===== src/rtl/obi_xbar_cfg_pkg.sv =====
// Shared definitions for the OBI crossbar configuration controller.
//   - Register offsets (byte addresses) of the configuration register port.
//   - Bit positions inside the CTRL register.
//   - Commit state machine encoding.
package obi_xbar_cfg_pkg;

  localparam logic [11:0] CtrlOffset      = 12'h000;
  localparam logic [11:0] EnDefaultOffset = 12'h004;
  localparam logic [11:0] DefaultIdxBase  = 12'h040;
  localparam logic [11:0] RuleBase        = 12'h100;
  localparam logic [11:0] RuleStride      = 12'h010;

  localparam int CtrlCommitBit = 0;
  localparam int CtrlBusyBit   = 1;
  localparam int CtrlToerrBit  = 2;

  typedef enum logic [1:0] {
    Idle   = 2'd0,
    Drain  = 2'd1,
    Commit = 2'd2
  } state_e;

endpackage


===== src/rtl/obi_xbar_cfg_drain_mon.sv =====
// Per-subordinate-port drain monitor.
// Tracks outstanding transactions on one crossbar subordinate port and owns
// that port's block gate.
// Ports:
//   clk_i, rst_i  clock, synchronous active-high reset
//   drain_i       controller is in the drain phase (gate may close)
//   clear_i       open the gate (commit finished or drain aborted)
//   req_i/gnt_i   request handshake observed at the port
//   rvalid_i      response completion observed at the port
//   block_o       registered gate
//   idle_o        gate closed and nothing outstanding after this cycle
module obi_xbar_cfg_drain_mon
  import obi_xbar_cfg_pkg::*;
#(
  parameter int NumMaxTrans = 4,
  localparam int CntW = $clog2(NumMaxTrans + 1)
) (
  input  logic clk_i,
  input  logic rst_i,
  input  logic drain_i,
  input  logic clear_i,
  input  logic req_i,
  input  logic gnt_i,
  input  logic rvalid_i,
  output logic block_o,
  output logic idle_o
);

  logic [CntW-1:0] cnt_q, cnt_d;
  logic            block_q, block_d;
  logic            inc, dec;

  always_comb begin
    inc   = req_i & gnt_i;
    dec   = rvalid_i;
    cnt_d = cnt_q;
    // Simultaneous accept and completion cancel; both directions saturate.
    if (inc && !dec && (cnt_q != CntW'(NumMaxTrans))) begin
      cnt_d = cnt_q + 1'b1;
    end else if (dec && !inc && (cnt_q != '0)) begin
      cnt_d = cnt_q - 1'b1;
    end

    // The gate only closes on a handshake boundary: either nothing is being
    // requested, or the pending request is being granted this very cycle.
    block_d = block_q;
    if (clear_i) begin
      block_d = 1'b0;
    end else if (drain_i && (!req_i || gnt_i)) begin
      block_d = 1'b1;
    end
  end

  always_ff @(posedge clk_i) begin
    if (rst_i) begin
      cnt_q   <= '0;
      block_q <= 1'b0;
    end else begin
      cnt_q   <= cnt_d;
      block_q <= block_d;
    end
  end

  assign block_o = block_q;
  // Looking at next-state values lets the controller leave DRAIN in the same
  // cycle the last gate closes or the last response returns.
  assign idle_o  = block_d & (cnt_d == '0);

endmodule


===== src/rtl/obi_xbar_cfg_ctrl.sv =====
// Runtime configuration controller for the OBI crossbar.
// Holds a shadow address map and default routing, written through a small
// register port, and commits it atomically to the active outputs after
// gating all subordinate ports and draining outstanding transactions.
// Optional macro OBI_XBAR_CFG_CTRL_TIMEOUT_EN: abort the drain after
// TimeoutCycles cycles and flag CTRL.TOERR.
// Ports:
//   clk_i, rst_i                    clock, synchronous active-high reset
//   cfg_*                           register port (req/gnt, 1-cycle rvalid)
//   mon_req_i/mon_gnt_i/mon_rvalid_i per-port traffic monitors
//   block_o                         per-port request/grant gate
//   busy_o                          commit in progress
//   rule_*_o, en_default_idx_o, default_idx_o  active crossbar configuration
module obi_xbar_cfg_ctrl
  import obi_xbar_cfg_pkg::*;
#(
  parameter int NumSbrPorts   = 2,
  parameter int NumMgrPorts   = 2,
  parameter int NumAddrRules  = 4,
  parameter int NumMaxTrans   = 4,
  parameter int TimeoutCycles = 1024,
  localparam int IdxW = (NumMgrPorts > 1) ? $clog2(NumMgrPorts) : 1
) (
  input  logic                           clk_i,
  input  logic                           rst_i,
  input  logic                           cfg_req_i,
  output logic                           cfg_gnt_o,
  input  logic                           cfg_we_i,
  input  logic [11:0]                    cfg_addr_i,
  input  logic [31:0]                    cfg_wdata_i,
  output logic                           cfg_rvalid_o,
  output logic [31:0]                    cfg_rdata_o,
  output logic                           cfg_err_o,
  input  logic [NumSbrPorts-1:0]         mon_req_i,
  input  logic [NumSbrPorts-1:0]         mon_gnt_i,
  input  logic [NumSbrPorts-1:0]         mon_rvalid_i,
  output logic [NumSbrPorts-1:0]         block_o,
  output logic                           busy_o,
  output logic [NumAddrRules*IdxW-1:0]   rule_idx_o,
  output logic [NumAddrRules*32-1:0]     rule_start_o,
  output logic [NumAddrRules*32-1:0]     rule_end_o,
  output logic [NumSbrPorts-1:0]         en_default_idx_o,
  output logic [NumSbrPorts*IdxW-1:0]    default_idx_o
);

  state_e state_q, state_d;

  logic [NumSbrPorts-1:0]       sh_en_def_q, sh_en_def_d, act_en_def_q, act_en_def_d;
  logic [NumSbrPorts*IdxW-1:0]  sh_def_idx_q, sh_def_idx_d, act_def_idx_q, act_def_idx_d;
  logic [NumAddrRules*IdxW-1:0] sh_rule_idx_q, sh_rule_idx_d, act_rule_idx_q, act_rule_idx_d;
  logic [NumAddrRules*32-1:0]   sh_rule_start_q, sh_rule_start_d, act_rule_start_q, act_rule_start_d;
  logic [NumAddrRules*32-1:0]   sh_rule_end_q, sh_rule_end_d, act_rule_end_q, act_rule_end_d;

  logic        rvalid_q, rvalid_d, err_q, err_d, toerr_q, toerr_d;
  logic [31:0] rdata_q, rdata_d;

  logic [31:0] reg_addr, rd_val, rule_base;
  logic        wr_en, hit, commit_req, toerr_clr;
  logic        all_idle, abort, timeout_hit, mon_drain, mon_clear;
  logic [NumSbrPorts-1:0] mon_idle;
  logic        unused_addr_bits;

  // Writes stall while a commit is in flight so the shadow stays frozen.
  assign cfg_gnt_o = cfg_req_i & (~cfg_we_i | (state_q == Idle));
  assign wr_en     = cfg_gnt_o & cfg_we_i;
  assign reg_addr  = {20'd0, cfg_addr_i[11:2], 2'b00};
  assign unused_addr_bits = ^cfg_addr_i[1:0];

  // Register decode: read mux and shadow updates.
  always_comb begin
    rd_val          = '0;
    hit             = 1'b0;
    commit_req      = 1'b0;
    toerr_clr       = 1'b0;
    rule_base       = '0;
    sh_en_def_d     = sh_en_def_q;
    sh_def_idx_d    = sh_def_idx_q;
    sh_rule_idx_d   = sh_rule_idx_q;
    sh_rule_start_d = sh_rule_start_q;
    sh_rule_end_d   = sh_rule_end_q;

    if (reg_addr == 32'(CtrlOffset)) begin
      hit                  = 1'b1;
      rd_val[CtrlBusyBit]  = (state_q != Idle);
      rd_val[CtrlToerrBit] = toerr_q;
      if (wr_en) begin
        commit_req = cfg_wdata_i[CtrlCommitBit];
        toerr_clr  = cfg_wdata_i[CtrlToerrBit];
      end
    end

    if (reg_addr == 32'(EnDefaultOffset)) begin
      hit                        = 1'b1;
      rd_val[NumSbrPorts-1:0]    = sh_en_def_q;
      if (wr_en) sh_en_def_d     = cfg_wdata_i[NumSbrPorts-1:0];
    end

    for (int p = 0; p < NumSbrPorts; p++) begin
      if (reg_addr == 32'(DefaultIdxBase) + 32'(4 * p)) begin
        hit              = 1'b1;
        rd_val[IdxW-1:0] = sh_def_idx_q[p*IdxW +: IdxW];
        if (wr_en) sh_def_idx_d[p*IdxW +: IdxW] = cfg_wdata_i[IdxW-1:0];
      end
    end

    // Each rule occupies a 16-byte slot; the fourth word is unmapped.
    for (int r = 0; r < NumAddrRules; r++) begin
      rule_base = 32'(RuleBase) + 32'(RuleStride) * 32'(r);
      if (reg_addr == rule_base) begin
        hit              = 1'b1;
        rd_val[IdxW-1:0] = sh_rule_idx_q[r*IdxW +: IdxW];
        if (wr_en) sh_rule_idx_d[r*IdxW +: IdxW] = cfg_wdata_i[IdxW-1:0];
      end
      if (reg_addr == rule_base + 32'd4) begin
        hit    = 1'b1;
        rd_val = sh_rule_start_q[r*32 +: 32];
        if (wr_en) sh_rule_start_d[r*32 +: 32] = cfg_wdata_i;
      end
      if (reg_addr == rule_base + 32'd8) begin
        hit    = 1'b1;
        rd_val = sh_rule_end_q[r*32 +: 32];
        if (wr_en) sh_rule_end_d[r*32 +: 32] = cfg_wdata_i;
      end
    end
  end

  // Response path: one response per grant, exactly one cycle later.
  always_comb begin
    rvalid_d = cfg_gnt_o;
    err_d    = cfg_gnt_o & ~hit;
    rdata_d  = (cfg_gnt_o & ~cfg_we_i) ? rd_val : '0;
  end

`ifdef OBI_XBAR_CFG_CTRL_TIMEOUT_EN
  localparam int ToW = $clog2(TimeoutCycles + 1);
  logic [ToW-1:0] to_cnt_q, to_cnt_d;

  // Held at zero outside DRAIN, so every drain starts counting from zero.
  always_comb begin
    to_cnt_d = '0;
    if (state_q == Drain) to_cnt_d = to_cnt_q + 1'b1;
  end

  assign timeout_hit = (state_q == Drain) && (to_cnt_q == ToW'(TimeoutCycles - 1));

  always_ff @(posedge clk_i) begin
    if (rst_i) to_cnt_q <= '0;
    else       to_cnt_q <= to_cnt_d;
  end
`else
  logic unused_timeout;
  assign timeout_hit    = 1'b0;
  assign unused_timeout = (TimeoutCycles == 0);
`endif

  assign all_idle  = &mon_idle;
  assign abort     = (state_q == Drain) & ~all_idle & timeout_hit;
  assign mon_drain = (state_q == Drain);
  assign mon_clear = (state_q != Drain) | abort;

  always_comb begin
    state_d = state_q;
    unique case (state_q)
      Idle:    if (commit_req) state_d = Drain;
      Drain: begin
        if (all_idle)         state_d = Commit;
        else if (timeout_hit) state_d = Idle;
      end
      Commit:  state_d = Idle;
      default: state_d = Idle;
    endcase

    toerr_d = toerr_q;
    if (toerr_clr) toerr_d = 1'b0;
    if (abort)     toerr_d = 1'b1;

    act_en_def_d     = act_en_def_q;
    act_def_idx_d    = act_def_idx_q;
    act_rule_idx_d   = act_rule_idx_q;
    act_rule_start_d = act_rule_start_q;
    act_rule_end_d   = act_rule_end_q;
    if (state_q == Commit) begin
      act_en_def_d     = sh_en_def_q;
      act_def_idx_d    = sh_def_idx_q;
      act_rule_idx_d   = sh_rule_idx_q;
      act_rule_start_d = sh_rule_start_q;
      act_rule_end_d   = sh_rule_end_q;
    end
  end

  always_ff @(posedge clk_i) begin
    if (rst_i) begin
      state_q          <= Idle;
      sh_en_def_q      <= '0;
      sh_def_idx_q     <= '0;
      sh_rule_idx_q    <= '0;
      sh_rule_start_q  <= '0;
      sh_rule_end_q    <= '0;
      act_en_def_q     <= '0;
      act_def_idx_q    <= '0;
      act_rule_idx_q   <= '0;
      act_rule_start_q <= '0;
      act_rule_end_q   <= '0;
      rvalid_q         <= 1'b0;
      err_q            <= 1'b0;
      rdata_q          <= '0;
      toerr_q          <= 1'b0;
    end else begin
      state_q          <= state_d;
      sh_en_def_q      <= sh_en_def_d;
      sh_def_idx_q     <= sh_def_idx_d;
      sh_rule_idx_q    <= sh_rule_idx_d;
      sh_rule_start_q  <= sh_rule_start_d;
      sh_rule_end_q    <= sh_rule_end_d;
      act_en_def_q     <= act_en_def_d;
      act_def_idx_q    <= act_def_idx_d;
      act_rule_idx_q   <= act_rule_idx_d;
      act_rule_start_q <= act_rule_start_d;
      act_rule_end_q   <= act_rule_end_d;
      rvalid_q         <= rvalid_d;
      err_q            <= err_d;
      rdata_q          <= rdata_d;
      toerr_q          <= toerr_d;
    end
  end

  for (genvar gi = 0; gi < NumSbrPorts; gi++) begin : g_mon
    obi_xbar_cfg_drain_mon #(
      .NumMaxTrans (NumMaxTrans)
    ) u_mon (
      .clk_i    (clk_i),
      .rst_i    (rst_i),
      .drain_i  (mon_drain),
      .clear_i  (mon_clear),
      .req_i    (mon_req_i[gi]),
      .gnt_i    (mon_gnt_i[gi]),
      .rvalid_i (mon_rvalid_i[gi]),
      .block_o  (block_o[gi]),
      .idle_o   (mon_idle[gi])
    );
  end

  assign busy_o           = (state_q != Idle);
  assign cfg_rvalid_o     = rvalid_q;
  assign cfg_rdata_o      = rdata_q;
  assign cfg_err_o        = err_q;
  assign rule_idx_o       = act_rule_idx_q;
  assign rule_start_o     = act_rule_start_q;
  assign rule_end_o       = act_rule_end_q;
  assign en_default_idx_o = act_en_def_q;
  assign default_idx_o    = act_def_idx_q;

endmodule


===== config.mk =====
export PLATFORM = sky130hd
export DESIGN_NAME = obi_xbar_cfg_ctrl
export DESIGN_NICKNAME = d
export VERILOG_FILES = /design/src/rtl/obi_xbar_cfg_pkg.sv /design/src/rtl/obi_xbar_cfg_drain_mon.sv /design/src/rtl/obi_xbar_cfg_ctrl.sv
export SDC_FILE = /design/constraint.sdc
export NUM_CORES = 1
export LEC_CHECK = 0
export ABC_AREA = 1
export BUFFER_PORTS_ARGS = -buffer_cell sky130_fd_sc_hd__buf_2
export CAP_MARGIN = 10
export CORE_AREA = 2 2 177 222
export DETAILED_ROUTE_END_ITERATION = 10
export DIE_AREA = 0 0 179 224
export GPL_TIMING_DRIVEN = 0
export MAX_ROUTING_LAYER = met4
export PLACE_DENSITY = 0.79
export SETUP_SLACK_MARGIN = 0.4
export SLEW_MARGIN = 0
export SYNTH_ARGS = -nofsm -noshare
export SYNTH_HDL_FRONTEND = slang
export SYNTH_SLANG_ARGS = --single-unit

===== constraint.sdc =====
create_clock -name clk_i -period 2.3 [get_ports clk_i]
set_input_delay 0.115 -clock clk_i [delete_from_list [all_inputs] [get_ports clk_i]]
set_output_delay 0.115 -clock clk_i [all_outputs]
set_load 0.005 [all_outputs]

==> impl_metrics.toml <==
[die]
die_w_um = 179
ios = 356
dieArea_sq_um = 40100
initial_utilization = 0.5551
core_region_area_sq_um = 37940
dieHeight_um = 224
rows = 80

[power_and_ir_drop]
p_leak_nw = 11.30
powerDensity_nw_per_um2 = 777.1
vdd_drop_max_uv = 672.6
finalPower_mw = 20.05

[synth]
synthCells = 2601
syn-cell-area_sq_um = 21060
synth_cell_type_count = 40
synth-seq-area-share = 0.5437
ys_seq_elements = 572
syn_nets = 2661
synth-warning-count = 0
syn_area_per_cell_sq_um = 8.097

[global_routing]
grt_max_degree = 16
antenna_found_initial = 0
grt_pass1_wl_um = 124800
grt_pass1_vias = 20060
grtUsageTotal = 0.4386
grt_busiest_layer = "met2"
grt_use_met1 = 0.5073
use_met2 = 0.6685
grt-ovfl-total = 0
use_met3 = 0.08028

[layout]
fin_nets = 3095
nFillCells = 3257
final_cell_mix = "570 x dfxtp_1, 515 x o21ai_0, 420 x nor2_1"
final_cell_count_no_fill = 3565
final_area_sq_um = 25800
register_area_sq_um = 11450
multi_input_area_sq_um = 8299
syn2layout_area_growth_pct = 22.52
final_common_cell = "dfxtp_1"
layout-drive-gt1-share = 0.2031

[sta]
period_needed_ns = 2.008
max_slew_margin = 0.1036
finalCritPeriodShare = 0.8730
final.setup.worst_slack_ns = 0.2920
tns_ns = 0
finClkSkew_ns = 0.01273
finalHoldViolCount = 0
tightest_slew_ns = 1.345
finalMaxSlewViolations = 0
rsz0062_at_grt = "true"
finalSetupViolations = 0
fmax_mhz = 498.0

[worst_hold_path]
min_path_type = "input pin to flip-flop"

[critical_path]
end_kind = "flip-flop"
crit_arrival_ns = 2.54
path_class = "input pin to flip-flop"
crit_path_max_fanout = 10
critPathRequiredTime_ns = 2.83
startpoint_type = "input pin"

[cts]
cts_tree = "yes"
clk_pin_slew_ns = 0.06
root_buffer = "clkbuf_16"
clockBufferDepth = 3
numCtsBuffers = 53
insertion_delay_ns = 0.60
cts_max_level = 2
clock_sinks = 572

[detailed_routing]
drtAntennaViolNets = 0
drcViolationCount = 0
drtPass1Iterations = 8
drt-initial-drc-count = 2858
wire_per_inst_um = 24.97
vias = 21690
viasPerCell = 6.084
wirelength_um = 89020

[placed_design]
post-place-ws_ns = -0.4144
place_area_sq_um = 23440
place_inst = 3445
globalplace.congestion = 1.054
io_buffers = 352
dp_hpwl_um = 66590

[status]
status = "completed"

[run]
cap_violations = 0
==> layout make-up <==
cell class              instances  area share
flip-flops and latches        572      0.4439
repair buffers                377     0.07816
diodes                          1  0.00009698
inverters                     186     0.02749
multi-input cells            1650      0.3216
clock buffers                  75     0.06052
plain buffers                 194     0.03705
well taps                     492     0.02386
clock inverters                17    0.007079
repair inverters                1   0.0002424
==> final timing paths <==
kind	start	to	slack (ns)	depth (start not counted)
max reg2reg	state_q[1]	sh_rule_end_q[70]	0.35	9
max	rst_i	rule_end_o[61]	0.29	6
min	mon_req_i[1]	g_mon[1].u_mon.cnt_q[1]	0.02	5
min reg2reg	rule_end_o[79]	rule_end_o[79]	0.47	2
==> report_power, final <==
part	internal, mW	switching [mW]	leakage, nW
sequential	9.95	0.0443	4.61
clock	5.06	3.96	0.855
combinational	0.289	0.753	5.83
==> synthesized netlist by cell type, drive strengths merged <==
library cell,instances,share of area
o221ai,11,0.0046
xor2,4,0.0017
a22oi,19,0.0068
ha,6,0.0036
clkinv,3,0.00053
clkbuf,145,0.026
nor2,433,0.082
buf,49,0.012
a311oi,4,0.0017
nor3b,2,0.00071
dfxtp,572,0.54
nand3,31,0.0076
o211ai,20,0.0071
nor4,5,0.0035
nand2,137,0.025
o21ai,538,0.13
inv,183,0.033
nor3,8,0.0043
o2111ai,18,0.0075
a21oi,392,0.093
or2,1,0.00030
a221oi,11,0.0046
a211oi,5,0.0018
nand4,4,0.0012
==> worst max-delay path, cell delays in order <==
cell and delay (ns):
clkbuf_1 0.14, clkinv_1 0.23, clkbuf_1 1.02, clkbuf_1 0.49, o21ai_0 0.37, nor2_1 0.16
==> stage by stage <==
stage          hold slack [ns]  utilization
2_1_floorplan           0.2506            -
3_3_place_gp            0.3878       0.6178
3_5_place_dp            0.3967       0.6178
4_1_cts               0.002133       0.6729
5_1_grt                0.03015       0.6801
6_report               0.01924       0.6802
==> sequential cells by signal (all words and copies together), names as in the netlist <==
signal               count
cfg_err_o                1
en_default_idx_o         2
default_idx_o            2
sh_rule_start_q        128
rule_start_o           128
sh_rule_end_q          128
g_mon.u_mon.cnt_q        6
rule_idx_o               4
g_mon.u_mon.block_o      2
sh_def_idx_q             2
cfg_rvalid_o             1
cfg_rdata_o             32
rule_end_o             128
sh_en_def_q              2
sh_rule_idx_q            4
state_q                  2
==> timing repair <==
action | CTS | global route
pin swaps | 6 | 17
resized for setup | 59 | 98
cloned | 0 | 2
endpoints found under the setup margin | 458 | 432
hold buffers | 12 | 0
endpoints found under the hold margin | 21 | 0
setup buffers | 7 | 6
==> routing by layer <==
metal,part of all wire,vias up
li1,-,9649
met1,0.35,10150
met2,0.45,1508
met3,0.11,381
met4,0.091,0
met5,0,-
==> cells by family after synthesis <==
kind of cell,after synthesis,share of synthesized area
buf+inv,380,0.07171
fa+ha+maj,6,0.003565
flops,572,0.5437
simple gates,621,0.1243
compound gates,1018,0.2550
xor+xnor,4,0.001663
No activity file was read; power rests on OpenSTA's default activity.
